--- config.mk ---
export PLATFORM = sky130hd
export DESIGN_NAME = regfile_spec_controller
export DESIGN_NICKNAME = d
export VERILOG_FILES = /design/src/rtl/regfile_spec_pkg.sv /design/src/rtl/regfile_onehot_decode.sv /design/src/rtl/regfile_spec_controller.sv
export SDC_FILE = /design/constraint.sdc
export NUM_CORES = 1
export LEC_CHECK = 0
export ABC_AREA = 1
export CORE_AREA = 2 2 70 56
export DETAILED_ROUTE_END_ITERATION = 7
export DIE_AREA = 0 0 72 58
export GPL_TIMING_DRIVEN = 1
export PLACE_DENSITY = 0.76
export SLEW_MARGIN = 30
export SYNTH_ARGS = -nofsm -noshare
export SYNTH_HDL_FRONTEND = slang
export SYNTH_SLANG_ARGS = --single-unit
--- constraint.sdc ---
create_clock -name clk -period 1.85 [get_ports clk]
set_input_delay 0.185 -clock clk [delete_from_list [all_inputs] [get_ports clk]]
set_output_delay 0.185 -clock clk [all_outputs]
set_load 0.01 [all_outputs]
--- src/rtl/regfile_spec_pkg.sv ---
// Shared types and helpers for the register-file speculation controller.
package regfile_spec_pkg;

    typedef enum logic [1:0] {
        IDLE    = 2'd0,
        SPEC    = 2'd1,
        RESTORE = 2'd2
    } specState_t;

    function automatic int addrWidth(input int count);
        return (count > 1) ? $clog2(count) : 1;
    endfunction

endpackage

--- src/rtl/regfile_onehot_decode.sv ---
// Binary-to-one-hot decoder with enable; all-zero output when disabled.
module regfile_onehot_decode #(
    parameter int REGCOUNT     = 16,
    parameter int REGADDRWIDTH = 4
) (
    input  logic                    en,
    input  logic [REGADDRWIDTH-1:0] addr,
    output logic [REGCOUNT-1:0]     onehot
);

    always_comb begin
        onehot = '0;
        if (en) begin
            onehot[addr] = 1'b1;
        end
    end

endmodule

--- src/rtl/regfile_spec_controller.sv ---
// Tracks one outstanding speculative branch and drives shadow-capture,
// commit and restore controls for the register-file cell array.
module regfile_spec_controller
    import regfile_spec_pkg::*;
#(
    parameter int REGCOUNT          = 16,
    parameter int REGADDRWIDTH      = addrWidth(REGCOUNT),
    parameter bit ZEROREG_HARDWIRED = 1'b1
) (
    input  logic                    clk,
    input  logic                    rst_n,
    input  logic                    clk_en,
    input  logic                    BranchIssueValid,
    output logic                    BranchIssueReady,
    input  logic                    BranchResolveValid,
    input  logic                    BranchResolveMispredict,
    input  logic                    WriteIssueValid,
    input  logic [REGADDRWIDTH-1:0] WriteIssueAddr,
    output logic                    IssueStall,
    output logic                    Speculating,
    output logic [REGCOUNT-1:0]     WillBeWritingTo,
    output logic                    EndSpeculationPulse,
    output logic                    MispredictedSpeculationPulse,
    output logic [REGCOUNT-1:0]     ShadowMask,
    output logic [REGADDRWIDTH:0]   ShadowCount
);

    localparam logic [REGADDRWIDTH:0] COUNT_ONE = 1;

    specState_t              state, nextState;
    logic [REGCOUNT-1:0]     nextMask;
    logic [REGADDRWIDTH:0]   nextCount;
    logic                    captureEn;
    logic [REGCOUNT-1:0]     captureVec;
    logic                    resolving;

    // A write is shadowed only inside an open window, before resolution,
    // and only the first time its register is touched in that window.
    always_comb begin
        resolving = clk_en && (state == SPEC) && BranchResolveValid;
        captureEn = clk_en && (state == SPEC) && WriteIssueValid
                    && !BranchResolveValid
                    && !ShadowMask[WriteIssueAddr]
                    && !(ZEROREG_HARDWIRED && (WriteIssueAddr == '0));
    end

    regfile_onehot_decode #(
        .REGCOUNT    (REGCOUNT),
        .REGADDRWIDTH(REGADDRWIDTH)
    ) captureDecode (
        .en    (captureEn),
        .addr  (WriteIssueAddr),
        .onehot(captureVec)
    );

    always_ff @(posedge clk or negedge rst_n) begin
        if (!rst_n) begin
            state       <= IDLE;
            ShadowMask  <= '0;
            ShadowCount <= '0;
        end else if (clk_en) begin
            state       <= nextState;
            ShadowMask  <= nextMask;
            ShadowCount <= nextCount;
        end
    end

    always_comb begin
        nextState                    = state;
        nextMask                     = ShadowMask;
        nextCount                    = ShadowCount;
        BranchIssueReady             = 1'b0;
        IssueStall                   = 1'b0;
        Speculating                  = 1'b0;
        WillBeWritingTo              = captureVec;
        EndSpeculationPulse          = 1'b0;
        MispredictedSpeculationPulse = 1'b0;

        unique case (state)
            IDLE: begin
                BranchIssueReady = 1'b1;
                if (BranchIssueValid) begin
                    nextState = SPEC;
                    nextMask  = '0;
                    nextCount = '0;
                end
            end
            SPEC: begin
                Speculating = 1'b1;
                if (resolving && !BranchResolveMispredict) begin
                    EndSpeculationPulse = 1'b1;
                    nextState           = IDLE;
                    nextMask            = '0;
                    nextCount           = '0;
                end else if (resolving) begin
                    IssueStall = 1'b1;
                    nextState  = RESTORE;
                end else if (captureEn) begin
                    nextMask  = ShadowMask | captureVec;
                    nextCount = ShadowCount + COUNT_ONE;
                end
            end
            RESTORE: begin
                // The mask survives this cycle so cells know which shadows to restore.
                IssueStall                   = 1'b1;
                MispredictedSpeculationPulse = clk_en;
                nextState                    = IDLE;
                nextMask                     = '0;
                nextCount                    = '0;
            end
            default: begin
                nextState = IDLE;
                nextMask  = '0;
                nextCount = '0;
            end
        endcase
    end

endmodule
### Word level (Yosys, flattened, before mapping)

Index checks and enable logic that the tools add are counted.

| storage, ports and cells | value |
|---|---|
| word-level logic and storage cells | 56 |
| register bits | 23 |
| output and inout port bits | 42 |

| operators by class | value |
|---|---|
| bitwise gates (word level) | 1 |
| magnitude comparators | 2 |
| reductions and logical operators | 16 |
| multiplexer cells | 27 |
| eq/ne operators | 6 |
| add/sub/neg operators | 1 |

Operators with widths:

| kind | count |
|---|---|
| $mux 16 | 5 |
| $pmux 16 s2 | 1 |
| $mux 5 | 4 |
| $or 16x16->16 | 1 |
| $pmux 5 s2 | 1 |
| $mux 1 | 9 |
| $logic_and 1x1->1 | 8 |
| $mux 2 | 3 |
| $ne 3x2->1 const B | 2 |
| $add 5x1->5 const B | 1 |
| $lt 4x5->1 const B | 1 |
| $bmux 1 s4 | 1 |
| $demux 1 s4 | 1 |
| $ge 4x1->1 const B | 1 |
| $logic_not 1->1 | 4 |
| $logic_not 4->1 | 1 |
| $pmux 2 s2 | 1 |
| $reduce_and 4->1 | 1 |
| $ne 3x1->1 const B | 1 |
| $reduce_and 3->1 | 1 |
| $eq 2x1->1 const B | 1 |
| $eq 2x2->1 const B | 1 |
| $logic_not 2->1 | 1 |
| $ne 2x2->1 const B | 1 |
| $pmux 1 s2 | 1 |

### Logic depth before layout (Yosys ltp)

| depth | value |
|---|---|
| depth after elaboration | 12 |
| mapped depth | 13 |

### Hierarchy

From an unflattened synthesis, not the netlist that was laid out.

| unflattened totals | value |
|---|---|
| cell total of the unflattened synthesis | 254 |
| area, all modules | 1699.1 sq um |

By module, submodules not included:

| module | times used | cells an instance | area an instance (sq um) | seq. area each (sq um) |
|---|---|---|---|---|
| regfile_spec_controller | 1 | 222 | 1572.8 | 575.6 |
| regfile_onehot_decode | 1 | 32 | 126.4 | 0.0 |

### Worst setup path after synthesis

Ideal clock, no wire load.

| path | value |
|---|---|
| path kind | register to output |
| start | register state[1] |
| end | output WillBeWritingTo[10] |
| setup slack | -0.030 ns |
| stages on the path, launching flop included | 10 |
| arrival time | 1.695 ns |
| cell sequence | dfrtp_1 > inv_1 > ha_1 > nand2_1 > nor2_1 > nand3_1 > nor2_2 > buf_6 > nand2_1 > nor2_1 |

| on the way | value |
|---|---|
| word-level cells in the longest chain between the ends | 7 |

RTL lines:

| item | RTL line | RTL |
|---|---|---|
| start, declared | regfile_spec_controller.sv:30 | `specState_t state, nextState;` |
| start signal, assigned | regfile_spec_controller.sv:62 | `state <= nextState;` |
| $eq 2x1->1 | regfile_spec_controller.sv:41 | `captureEn = clk_en && (state == SPEC) && WriteIssueValid` |
| $logic_and 1x1->1 (2 in a row) | regfile_spec_controller.sv:41 |  |
| $logic_and 1x1->1 | regfile_spec_controller.sv:42 | `&& !BranchResolveValid` |
| $logic_and 1x1->1 | regfile_spec_controller.sv:43 | `&& !ShadowMask[WriteIssueAddr]` |
| $logic_and 1x1->1 | regfile_spec_controller.sv:44 | `&& !(ZEROREG_HARDWIRED && (WriteIssueAddr == '0));` |
| $mux 16 | regfile_onehot_decode.sv:13 | `if (en) begin` |
| end, declared | regfile_spec_controller.sv:21 | `output logic [REGCOUNT-1:0] WillBeWritingTo,` |

No other way between the ends.

### Final worst setup path

| path | value |
|---|---|
| start | register ShadowMask[7] |
| end | output WillBeWritingTo[2] |

| on the way | value |
|---|---|
| word-level cells in the longest chain between the ends | 6 |

RTL lines:

| item | RTL line | RTL |
|---|---|---|
| start, declared | regfile_spec_controller.sv:24 | `output logic [REGCOUNT-1:0] ShadowMask,` |
| start signal, assigned | regfile_spec_controller.sv:63 | `ShadowMask <= nextMask;` |
| $bmux 1 s4 | regfile_spec_controller.sv:43 |  |
| $mux 1 (not written as such) | regfile_spec_controller.sv:43 |  |
| $logic_not 1->1 | regfile_spec_controller.sv:43 |  |
| $logic_and 1x1->1 | regfile_spec_controller.sv:43 |  |
| $logic_and 1x1->1 | regfile_spec_controller.sv:44 |  |
| $mux 16 | regfile_onehot_decode.sv:13 |  |

No other way between the ends. The select of a mux whose other input is x is not followed.

==> impl_metrics.env <==
export IMPL_vias=1762
export IMPL_postLayoutCoreUtil_pct=73.4
export IMPL_numCtsBuffers=3
export IMPL_drive_above_1_share_pct=38.2
export IMPL_place_inst=340
export IMPL_synth_common_cells="nand2_1 (42), inv_1 (28), nor2_1 (28)"
export IMPL_timing_fmax_mhz=520
export IMPL_synth_most_common_cell="nand2_1"
export IMPL_synthSimpleGateAreaFrac_pct=34.3
export IMPL_initial_utilization_pct=42.9
export IMPL_clk_latency_ps=270
export IMPL_port_buffer_count=51
export IMPL_timing_final_ws_setup_ps=-72.7
export IMPL_p_sw_w=0.000611
export IMPL_grt_max_degree=24
export IMPL_die_area_um2=4180
export IMPL_fp_dieH_um=58
export IMPL_nFillCells=269
export IMPL_core_um2=3490
export IMPL_hpwl_um=3530
export IMPL_cp_end_kind="output port"
export IMPL_first_global_vias=1618
export IMPL_cellPowerDensity_nw_per_um2=652
export IMPL_p_int_w=0.00106
export IMPL_hold_viol=0
export IMPL_violations="negative setup slack"
export IMPL_cp_max_fo=4
export IMPL_synth_compound_area_share_pct=10.0
export IMPL_period_share_pct=104
export IMPL_pwr_share_clk_pct=19.3
export IMPL_cp_slowest_cell="dfrtp_1"
export IMPL_antennaDiodeCount=0
export IMPL_async_flop_share_pct=100
export IMPL_finalSetupViolCount=5
export IMPL_critPathLaunchType="flip-flop"
export IMPL_syn_area_um2=1500
export IMPL_grt_usage_pct=23.4
export IMPL_pwr_share_comb_pct=47.4
export IMPL_final_nets=330
export IMPL_slew_violations=0
export IMPL_drtAntennaViolNets=0
export IMPL_crit_chain="nand2_1 > nand2_1 > nand2_1 > nand2_1 > nand2_1 > nand3_2 > nor2_4 > buf_6 > nand2_8 > nor2_2 > buf_2"
export IMPL_worst_path_most_repeated_cell="nand2_1"
export IMPL_cts_root_buf="clkbuf_8"
export IMPL_required_ps=1660
export IMPL_antenna_found_initial=0
export IMPL_leakagePower_nw=1.28
export IMPL_worstPathArrival_ps=1740
export IMPL_post_drt_wl_per_cell_um=13.2
export IMPL_std_cell_rows=19
export IMPL_cts_buffer_depth=2
export IMPL_fin_skew_ps=3.85
export IMPL_grt_pass1_wl_um=7580
export IMPL_final_min_clock_period_ps=1920
export IMPL_path_clk_slew_ps=80
export IMPL_tritoncts="done"
export IMPL_synth_top_area_share_pct=38.4
export IMPL_muxShareOfSynthArea_pct=0
export IMPL_overflow=0
export IMPL_synth_seq_area_share_pct=38.4
export IMPL_synth_area_leaders="dfrtp_1 (38%), nand2_1 (11%), inv_1 (7.0%)"
export IMPL_yosysWarningCount=0
export IMPL_syn_inst=205
export IMPL_syn_num_nets=220
export IMPL_vdd_drop_max_mv=0.461
export IMPL_drc=0
export IMPL_synth_adder_area_share_pct=3.34
export IMPL_postCtsHoldBufs=0
export IMPL_instances_no_fill=356
export IMPL_synth_top_family_by_area="simple AND/OR/NAND/NOR gates"
export IMPL_ios=53
export IMPL_synth_xor_area_share_pct=1.75
export IMPL_gp_congestion=0.957
export IMPL_pwr_share_seq_pct=33.3
export IMPL_dr_pass1_iters=4
export IMPL_crit_path_max_incr_delay_ps=420
export IMPL_yosysTopAreaCell="dfrtp_1"
export IMPL_switching_share_pct=36.5
export IMPL_max_cap_viol_count=0
export IMPL_yosys_most_used_dff="dfrtp_1"
export IMPL_syn_to_final_growth_pct=70.9
export IMPL_vias_per_cell=4.95
export IMPL_synth_edf_count=0
export IMPL_synth_seq_cells=23
export IMPL_htreeDepth=1
export IMPL_die_w_um=72
export IMPL_status="complete, but fails checks"
export IMPL_routed_wl_um=4700
export IMPL_synth_cell_type_count=24
export IMPL_worstSetupPathType="reg -> out"
export IMPL_synth_area_per_cell_um2=7.32
export IMPL_drtIter0Drc=128
export IMPL_clock_sinks=23
export IMPL_holdCritPathClass="in -> async"
export IMPL_rsz0062_at_grt="true"
state kept, by name, indices dropped and copies added, names as in the netlist:
name / flops
ShadowCount: 5
ShadowMask: 16
state: 2
power groups by stage:
stage                     clock, W  sequential [W]  combinational, W
after global routing      0.000345        0.000561          0.000851
final                     0.000322        0.000557          0.000793
after global placement           0        0.000559          0.000659
after detailed placement         0        0.000560          0.000665
after CTS                 0.000334        0.000556          0.000741
after floorplan                  0        0.000561          0.000342
critical path, delay by kind of cell, from the launching register on:
family / cells / cell delay (ps)
buffers and inverters: 2 / 270
flip-flops: 1 / 420
AND/OR/NAND/NOR: 9 / 790
path summary, 6_finish.rpt:
kind	to	start	cells past startpoint	slack (ps)
worst max-delay path	WillBeWritingTo[2]	ShadowMask[7]$_DFFE_PN0P_	11	-70
worst min-delay path	ShadowCount[4]$_DFFE_PN0P_	rst_n	2	260
worst max register to register	ShadowCount[2]$_DFFE_PN0P_	ShadowMask[7]$_DFFE_PN0P_	15	70
worst min register to register	ShadowMask[0]$_DFFE_PN0P_	ShadowMask[0]$_DFFE_PN0P_	2	500
max in group asynchronous	ShadowMask[2]$_DFFE_PN0P_	rst_n	2	1350
min in group clk	ShadowMask[0]$_DFFE_PN0P_	ShadowMask[0]$_DFFE_PN0P_	2	500
what timing repair did:
| item | in CTS | in global routing |
|---|---|---|
| pin swaps | 13 | 13 |
| endpoints found under the hold margin | 0 | 0 |
| endpoints found under the setup margin | 34 | 42 |
| gates resized for setup | 82 | 17 |
| setup buffers | 10 | 3 |
layout by cell type (no fill, tap or decap), types with 10 or more instances in the layout:
cell type / instances
buf_4: 56
nand2_1: 38
clkdlybuf4s50_1: 31
inv_1: 26
dfrtp_1: 23
nor2_1: 19
a21oi_1: 17
buf_2: 15
nor2_2: 14
nand3_1: 11
nand4_1: 10
area by class of cell:
cell class,count,area (um2),share of cell area [%]
repair buffers,111,903,35.2
flip-flops and latches,23,576,22.4
multi-input cells,143,858,33.5
clock buffers,4,45.0,1.76
well taps,42,52.6,2.05
inverters,33,129,5.03
through the flow:
stage               power [W]  area (um2)  TNS [ps]  setup slack [ps]  hold WS (ps)
floorplan            0.000903        1500         0              63.5          -111
global placement      0.00122        2380     -9480              -532           483
detailed placement    0.00122        2380    -10680              -601           492
CTS                   0.00163        2480      -690              -105           276
global route          0.00176        2560     -1800              -146           295
finish                0.00167        2560      -254             -72.7           262
metal layers:
metal / wire, um / part of all wire, % / global-route usage [%]
met1: 2180 / 46 / 34.3
met2: 2200 / 47 / 36.8
met3: 292 / 6.2 / 4.00
met4: 27 / 0.57 / 4.31
met5: 0 / 0 / 0
cell families (layout without fill, tap and decap cells):
kind of cell	Yosys count	after routing
and+or+nand+nor	109	109
buffers and inverters	39	148
AOI/OAI and AO/OA	26	26
DFF	23	23
adders and majority gates	4	4
xor gates and xnor gates	3	3
other	1	1
(Power assumes the default switching activity.)
